--- src/rtl/miriscv_mul_radix.sv ---
// Iterative radix-2^BITS_PER_CYCLE shift-add multiplier for RV32M MUL/MULH/MULHSU/MULHU.
// Optional product cache for back-to-back fused ops: define MIRISCV_MUL_FUSE_EN.
`timescale 1ns/1ps

package miriscv_mdu_pkg;
  localparam int MDU_OP_W = 3;
  localparam logic [MDU_OP_W-1:0] MDU_MUL    = 3'd0;
  localparam logic [MDU_OP_W-1:0] MDU_MULH   = 3'd1;
  localparam logic [MDU_OP_W-1:0] MDU_MULHSU = 3'd2;
  localparam logic [MDU_OP_W-1:0] MDU_MULHU  = 3'd3;
endpackage

module miriscv_mul_radix
  import miriscv_mdu_pkg::*;
#(
  parameter int XLEN           = 32,
  parameter int BITS_PER_CYCLE = 4
) (
  input  logic                clk_i,
  input  logic                arst_i,
  input  logic                mul_start_i,
  input  logic [XLEN-1:0]     port_a_i,
  input  logic [XLEN-1:0]     port_b_i,
  input  logic [MDU_OP_W-1:0] mdu_op_i,
  input  logic                kill_i,
  input  logic                keep_i,
  output logic [XLEN-1:0]     mul_result_o,
  output logic                mul_stall_req_o
);

  localparam int BPC   = BITS_PER_CYCLE;
  localparam int N     = XLEN / BPC;
  localparam int CNT_W = $clog2(N + 1);

  if (!((BPC == 1 || BPC == 2 || BPC == 4 || BPC == 8) && (XLEN % BPC == 0))) begin : g_param_err
    $error("miriscv_mul_radix: illegal BITS_PER_CYCLE %0d for XLEN %0d", BITS_PER_CYCLE, XLEN);
  end

  typedef enum logic [1:0] {
    IDLE   = 2'd0,
    COMP   = 2'd1,
    SIGN   = 2'd2,
    FINISH = 2'd3
  } state_e;

  state_e              state_q, state_d;
  logic [2*XLEN-1:0]   acc_q, acc_d;
  logic [XLEN-1:0]     a_q, a_d;
  logic [XLEN-1:0]     b_q, b_d;
  logic [CNT_W-1:0]    cnt_q, cnt_d;
  logic                sign_inv_q, sign_inv_d;
  logic                is_mul_q, is_mul_d;

  logic                a_signed, b_signed, sign_a, sign_b;
  logic [XLEN+BPC-1:0] part;
  logic [2*XLEN+BPC-1:0] sum;

  assign a_signed = (mdu_op_i == MDU_MUL) || (mdu_op_i == MDU_MULH) || (mdu_op_i == MDU_MULHSU);
  assign b_signed = (mdu_op_i == MDU_MUL) || (mdu_op_i == MDU_MULH);
  assign sign_a   = a_signed & port_a_i[XLEN-1];
  assign sign_b   = b_signed & port_b_i[XLEN-1];

  // Accumulator holds the partial product pre-shifted so the full product lands in place after N steps.
  assign part = {{BPC{1'b0}}, a_q} * {{XLEN{1'b0}}, b_q[BPC-1:0]};
  assign sum  = {{BPC{1'b0}}, acc_q} + {part, {XLEN{1'b0}}};

`ifdef MIRISCV_MUL_FUSE_EN
  logic [XLEN-1:0] ca_q, ca_d;
  logic [XLEN-1:0] cb_q, cb_d;
  logic [1:0]      cls_q, cls_d;
  logic            cvld_q, cvld_d;
  logic [1:0]      op_cls;
  logic            hit;

  // Signedness class: 0 = SS, 1 = SU, 2 = UU.
  assign op_cls = (mdu_op_i == MDU_MULHSU) ? 2'd1 :
                  (mdu_op_i == MDU_MULHU)  ? 2'd2 : 2'd0;
  assign hit    = cvld_q && (port_a_i == ca_q) && (port_b_i == cb_q) &&
                  ((mdu_op_i == MDU_MUL) || (op_cls == cls_q));
`else
  logic hit;
  assign hit = 1'b0;
`endif

  always_comb begin
    state_d    = state_q;
    acc_d      = acc_q;
    a_d        = a_q;
    b_d        = b_q;
    cnt_d      = cnt_q;
    sign_inv_d = sign_inv_q;
    is_mul_d   = is_mul_q;
`ifdef MIRISCV_MUL_FUSE_EN
    ca_d   = ca_q;
    cb_d   = cb_q;
    cls_d  = cls_q;
    cvld_d = cvld_q;
`endif
    case (state_q)
      IDLE: begin
        if (mul_start_i) begin
          is_mul_d = (mdu_op_i == MDU_MUL);
          if (hit) begin
            state_d = FINISH;
          end else begin
            a_d   = sign_a ? (~port_a_i + 1'b1) : port_a_i;
            b_d   = sign_b ? (~port_b_i + 1'b1) : port_b_i;
            acc_d = '0;
            cnt_d = CNT_W'(N);
            case (mdu_op_i)
              MDU_MUL, MDU_MULH: sign_inv_d = sign_a ^ sign_b;
              MDU_MULHSU:        sign_inv_d = sign_a & (|port_b_i);
              default:           sign_inv_d = 1'b0;
            endcase
            state_d = COMP;
`ifdef MIRISCV_MUL_FUSE_EN
            ca_d   = port_a_i;
            cb_d   = port_b_i;
            cls_d  = op_cls;
            cvld_d = 1'b0;
`endif
          end
        end
      end
      COMP: begin
        acc_d = sum[2*XLEN+BPC-1:BPC];
        b_d   = b_q >> BPC;
        cnt_d = cnt_q - CNT_W'(1);
        if (cnt_q == CNT_W'(1)) state_d = sign_inv_q ? SIGN : FINISH;
      end
      SIGN: begin
        acc_d   = '0 - acc_q;
        state_d = FINISH;
      end
      FINISH: begin
        if (!keep_i) state_d = IDLE;
      end
      default: state_d = IDLE;
    endcase
`ifdef MIRISCV_MUL_FUSE_EN
    if (state_d == FINISH && state_q != FINISH) cvld_d = 1'b1;
    if (kill_i) cvld_d = 1'b0;
`endif
    if (kill_i) state_d = IDLE;
  end

  always_ff @(posedge clk_i or posedge arst_i) begin
    if (arst_i) begin
      state_q    <= IDLE;
      acc_q      <= '0;
      a_q        <= '0;
      b_q        <= '0;
      cnt_q      <= '0;
      sign_inv_q <= 1'b0;
      is_mul_q   <= 1'b0;
    end else begin
      state_q    <= state_d;
      acc_q      <= acc_d;
      a_q        <= a_d;
      b_q        <= b_d;
      cnt_q      <= cnt_d;
      sign_inv_q <= sign_inv_d;
      is_mul_q   <= is_mul_d;
    end
  end

`ifdef MIRISCV_MUL_FUSE_EN
  always_ff @(posedge clk_i or posedge arst_i) begin
    if (arst_i) begin
      ca_q   <= '0;
      cb_q   <= '0;
      cls_q  <= '0;
      cvld_q <= 1'b0;
    end else begin
      ca_q   <= ca_d;
      cb_q   <= cb_d;
      cls_q  <= cls_d;
      cvld_q <= cvld_d;
    end
  end
`endif

  assign mul_result_o    = (state_q != FINISH) ? '0 :
                           is_mul_q ? acc_q[XLEN-1:0] : acc_q[2*XLEN-1:XLEN];
  assign mul_stall_req_o = mul_start_i && (state_q != FINISH);

endmodule

--- config.mk ---
export PLATFORM = sky130hd
export DESIGN_NAME = miriscv_mul_radix
export DESIGN_NICKNAME = d
export VERILOG_FILES = /design/src/rtl/miriscv_mul_radix.sv
export SDC_FILE = /design/constraint.sdc
export NUM_CORES = 1
export LEC_CHECK = 0
export ABC_AREA = 1
export BUFFER_PORTS_ARGS = -buffer_cell sky130_fd_sc_hd__buf_2
export CORE_MARGIN = 3
export CORE_UTILIZATION = 30
export DETAILED_ROUTE_END_ITERATION = 8
export SLEW_MARGIN = 15
export SYNTH_ARGS = -nofsm -noshare
export SYNTH_HDL_FRONTEND = slang
export SYNTH_SLANG_ARGS = --single-unit
--- constraint.sdc ---
create_clock -name clk_i -period 5.3 [get_ports clk_i]
set_input_delay 1.325 -clock clk_i [delete_from_list [all_inputs] [get_ports clk_i]]
set_output_delay 1.325 -clock clk_i [all_outputs]
set_load 0.01 [all_outputs]
==> impl_metrics.env <==
export IMPL_num_rows=83
export IMPL_rsz0062_at_grt="yes"
export IMPL_start_util_pct=30.6
export IMPL_final_nets=2848
export IMPL_track_usage_pct=18.3
export IMPL_antenna_found_initial=0
export IMPL_diodes=0
export IMPL_synth_area_per_cell_um2=6.28
export IMPL_syn_instance_count=2521
export IMPL_synthFlopType="dfrtp_1"
export IMPL_clockBufferDepth=2
export IMPL_cts_hold_buf=0
export IMPL_hold_end="b_q[30]"
export IMPL_vias=16600
export IMPL_routedWlPerCell_um=15.7
export IMPL_drt_iter0_drc=1270
export IMPL_hp_class="reg2reg"
export IMPL_grt_pass1_vias=15600
export IMPL_overflow=0
export IMPL_netlist_top_cells_count="nand2_1, inv_1, nor2_1"
export IMPL_coreArea_um2=51700
export IMPL_dp_hpwl_um=39200
export IMPL_fmax_ghz=0.197
export IMPL_slew_violations=0
export IMPL_numClockSinks=136
export IMPL_first_pass_iters=5
export IMPL_die_h_um=236
export IMPL_drive_gt1_share_pct=12.9
export IMPL_yosysTopAreaCell="dfrtp_1"
export IMPL_synth_edf_count=0
export IMPL_async_reset_ff_share_pct=100
export IMPL_area_growth_pct=18.5
export IMPL_htreeDepth=4
export IMPL_synth_most_common_cell="nand2_1"
export IMPL_timing_final_hold_violations=0
export IMPL_grt_max_degree=81
export IMPL_ys_seq_area_share_pct=21.5
export IMPL_r2r_slack_ns=0.24
export IMPL_syn_area_um2=15800
export IMPL_yosysUniqueCellTypes=51
export IMPL_clockRootBuffer="clkbuf_16"
export IMPL_postRouteAntennaNets=0
export IMPL_hold_depth=2
export IMPL_cp_arrival_ns=5.44
export IMPL_synth_ff_latch_count=136
export IMPL_placed_cell_area_um2=17300
export IMPL_min_period_ns=5.06
export IMPL_worst_r2r_endpoint="acc_q[59]"
export IMPL_min_delay_start="b_q[30]"
export IMPL_finalClockSkew_ns=0.0145
export IMPL_r2r_start="b_q[3]"
export IMPL_start_kind="register"
export IMPL_cts_buffers=17
export IMPL_path_clk_slew_ns=0.07
export IMPL_totalWireLength_um=52200
export IMPL_dieArea_um2=55600
export IMPL_slew_headroom_pct=27.3
export IMPL_clock_latency_ns=0.46
export IMPL_setup_viol=0
export IMPL_cp_end_kind="register"
export IMPL_fin_crit_sh_pct=95.5
export IMPL_status="completed"
export IMPL_synth_nets=2737
export IMPL_ys_warn_count=0
export IMPL_design_area_um2=18800
export IMPL_synth_area_leaders="dfrtp_1, nand2_1, inv_1, fa_1, o21ai_0"
export IMPL_gp_congestion=0.937
export IMPL_crit_required_ns=5.67
export IMPL_critPathMaxFanout=8
export IMPL_grt_pass1_wl_um=83200
export IMPL_fp_dieW_um=236
export IMPL_viasPerCell=4.98
export IMPL_worst_pin_slew_ns=1.09
export IMPL_io_buffers=104
export IMPL_drc=0
export IMPL_maxCapViolations=0
export IMPL_io_pins=105
export IMPL_netlist_area_leader_share_pct=21.5
export IMPL_cts_tree="built"
export IMPL_crit_type="reg2reg"
export IMPL_reg2reg_depth=27
[flip-flops by register name (all words and copies together), names as in the netlist]
name        cells
a_q            32
acc_q          64
b_q            32
cnt_q           4
is_mul_q        1
sign_inv_q      1
state_q         2
[worst max-delay path: stages, from the launching register on]
cell and delay [ns]:
dfrtp_2 0.48, buf_12 0.17, nand2_1 0.05, inv_1 0.05, fa_1 0.53, inv_1 0.05
fa_1 0.54, inv_1 0.07, ha_4 0.30, nand2_2 0.09, nor2_1 0.18, and3_1 0.17
nand2_1 0.10, nand2_1 0.17, a21oi_2 0.09, xnor2_2 0.23, ha_1 0.33, nand2_1 0.17
inv_1 0.05, a21oi_1 0.28, a21oi_2 0.09, nor2_1 0.10, nand2_1 0.10, a21oi_1 0.14
o21ai_0 0.15, o21ai_1 0.11, nand2_1 0.06, o21ai_1 0.13
[repair_timing]
item,in CTS,in global routing
buffers inserted,0,11
endpoints found under the setup margin,0,19
resized for setup,0,131
[placed cells by master, fill, tap and decap left out, drive strengths merged, types with 12 or more instances in the layout]
master and n:
or2 15, o21ai 224, nor2 269, nor3 35, a21oi 162, xor2 53
ha 83, o22ai 26, nor4 20, xnor2 23, inv 416, nand4 33
dfrtp 136, clkbuf 24, nand2 701, nand3 91, buf 164, fa 61
o221ai 12
[cell families after synthesis]
group	count (synthesis)	share of synthesized area (%)
AO/OA/AOI/OAI	498	17.5
XOR/XNOR	76	4.21
adder cells (fa/ha/maj)	144	14.3
buffers and inverters	491	11.7
flip-flops	136	21.5
AND/OR/NAND/NOR	1176	30.9
[area by class of cell]
| type | instances | area [µm²] |
|---|---|---|
| Clock buffer | 21 | 450 |
| Clock inverter | 11 | 219 |
| Fill cell | 5629 | 33000 |
| Inverter | 416 | 1570 |
| Multi-Input combinational cell | 1894 | 11200 |
| Sequential cell | 136 | 3410 |
| Tap cell | 680 | 851 |
| Timing Repair Buffer | 167 | 1110 |
[metrics by stage]
stage               hold slack (ns)  setup slack, ns  utilization, %  setup TNS [ns]  std cells
global placement              0.465            0.117            33.5               0       3279
finish                        0.483            0.236            36.3               0       3325
global route                  0.505          -0.0664            36.3          -0.163       3325
detailed placement            0.467           0.0550            33.5               0       3279
floorplan                     0.448            0.336               -               0       2521
CTS                           0.484           0.0607            34.8               0       3311
[worst max path at each step]
stage / start / to / slack, ns / cells after the start
detailed placement: b_q[3] / acc_q[60] / 0.06 / 31
finish: b_q[3] / acc_q[59] / 0.24 / 27
global placement: b_q[3] / acc_q[60] / 0.12 / 32
CTS: b_q[3] / acc_q[60] / 0.06 / 31
global route: b_q[3] / acc_q[60] / -0.07 / 33
floorplan: arst_i / a_q[0] / 0.34 / 1
[metal layers]
| layer | GRT usage (%) | up-vias | share of wire, % |
|---|---|---|---|
| met5 | 0 | - | 0 |
| met4 | 5.05 | 0 | 2.3 |
| met3 | 2.47 | 70 | 6.1 |
| met2 | 29.1 | 541 | 45 |
| met1 | 25.9 | 7623 | 47 |
| li1 | - | 8321 | - |
Power is not shown: default switching activity piles up to over one toggle a cycle in this logic, so the estimate is an artifact.
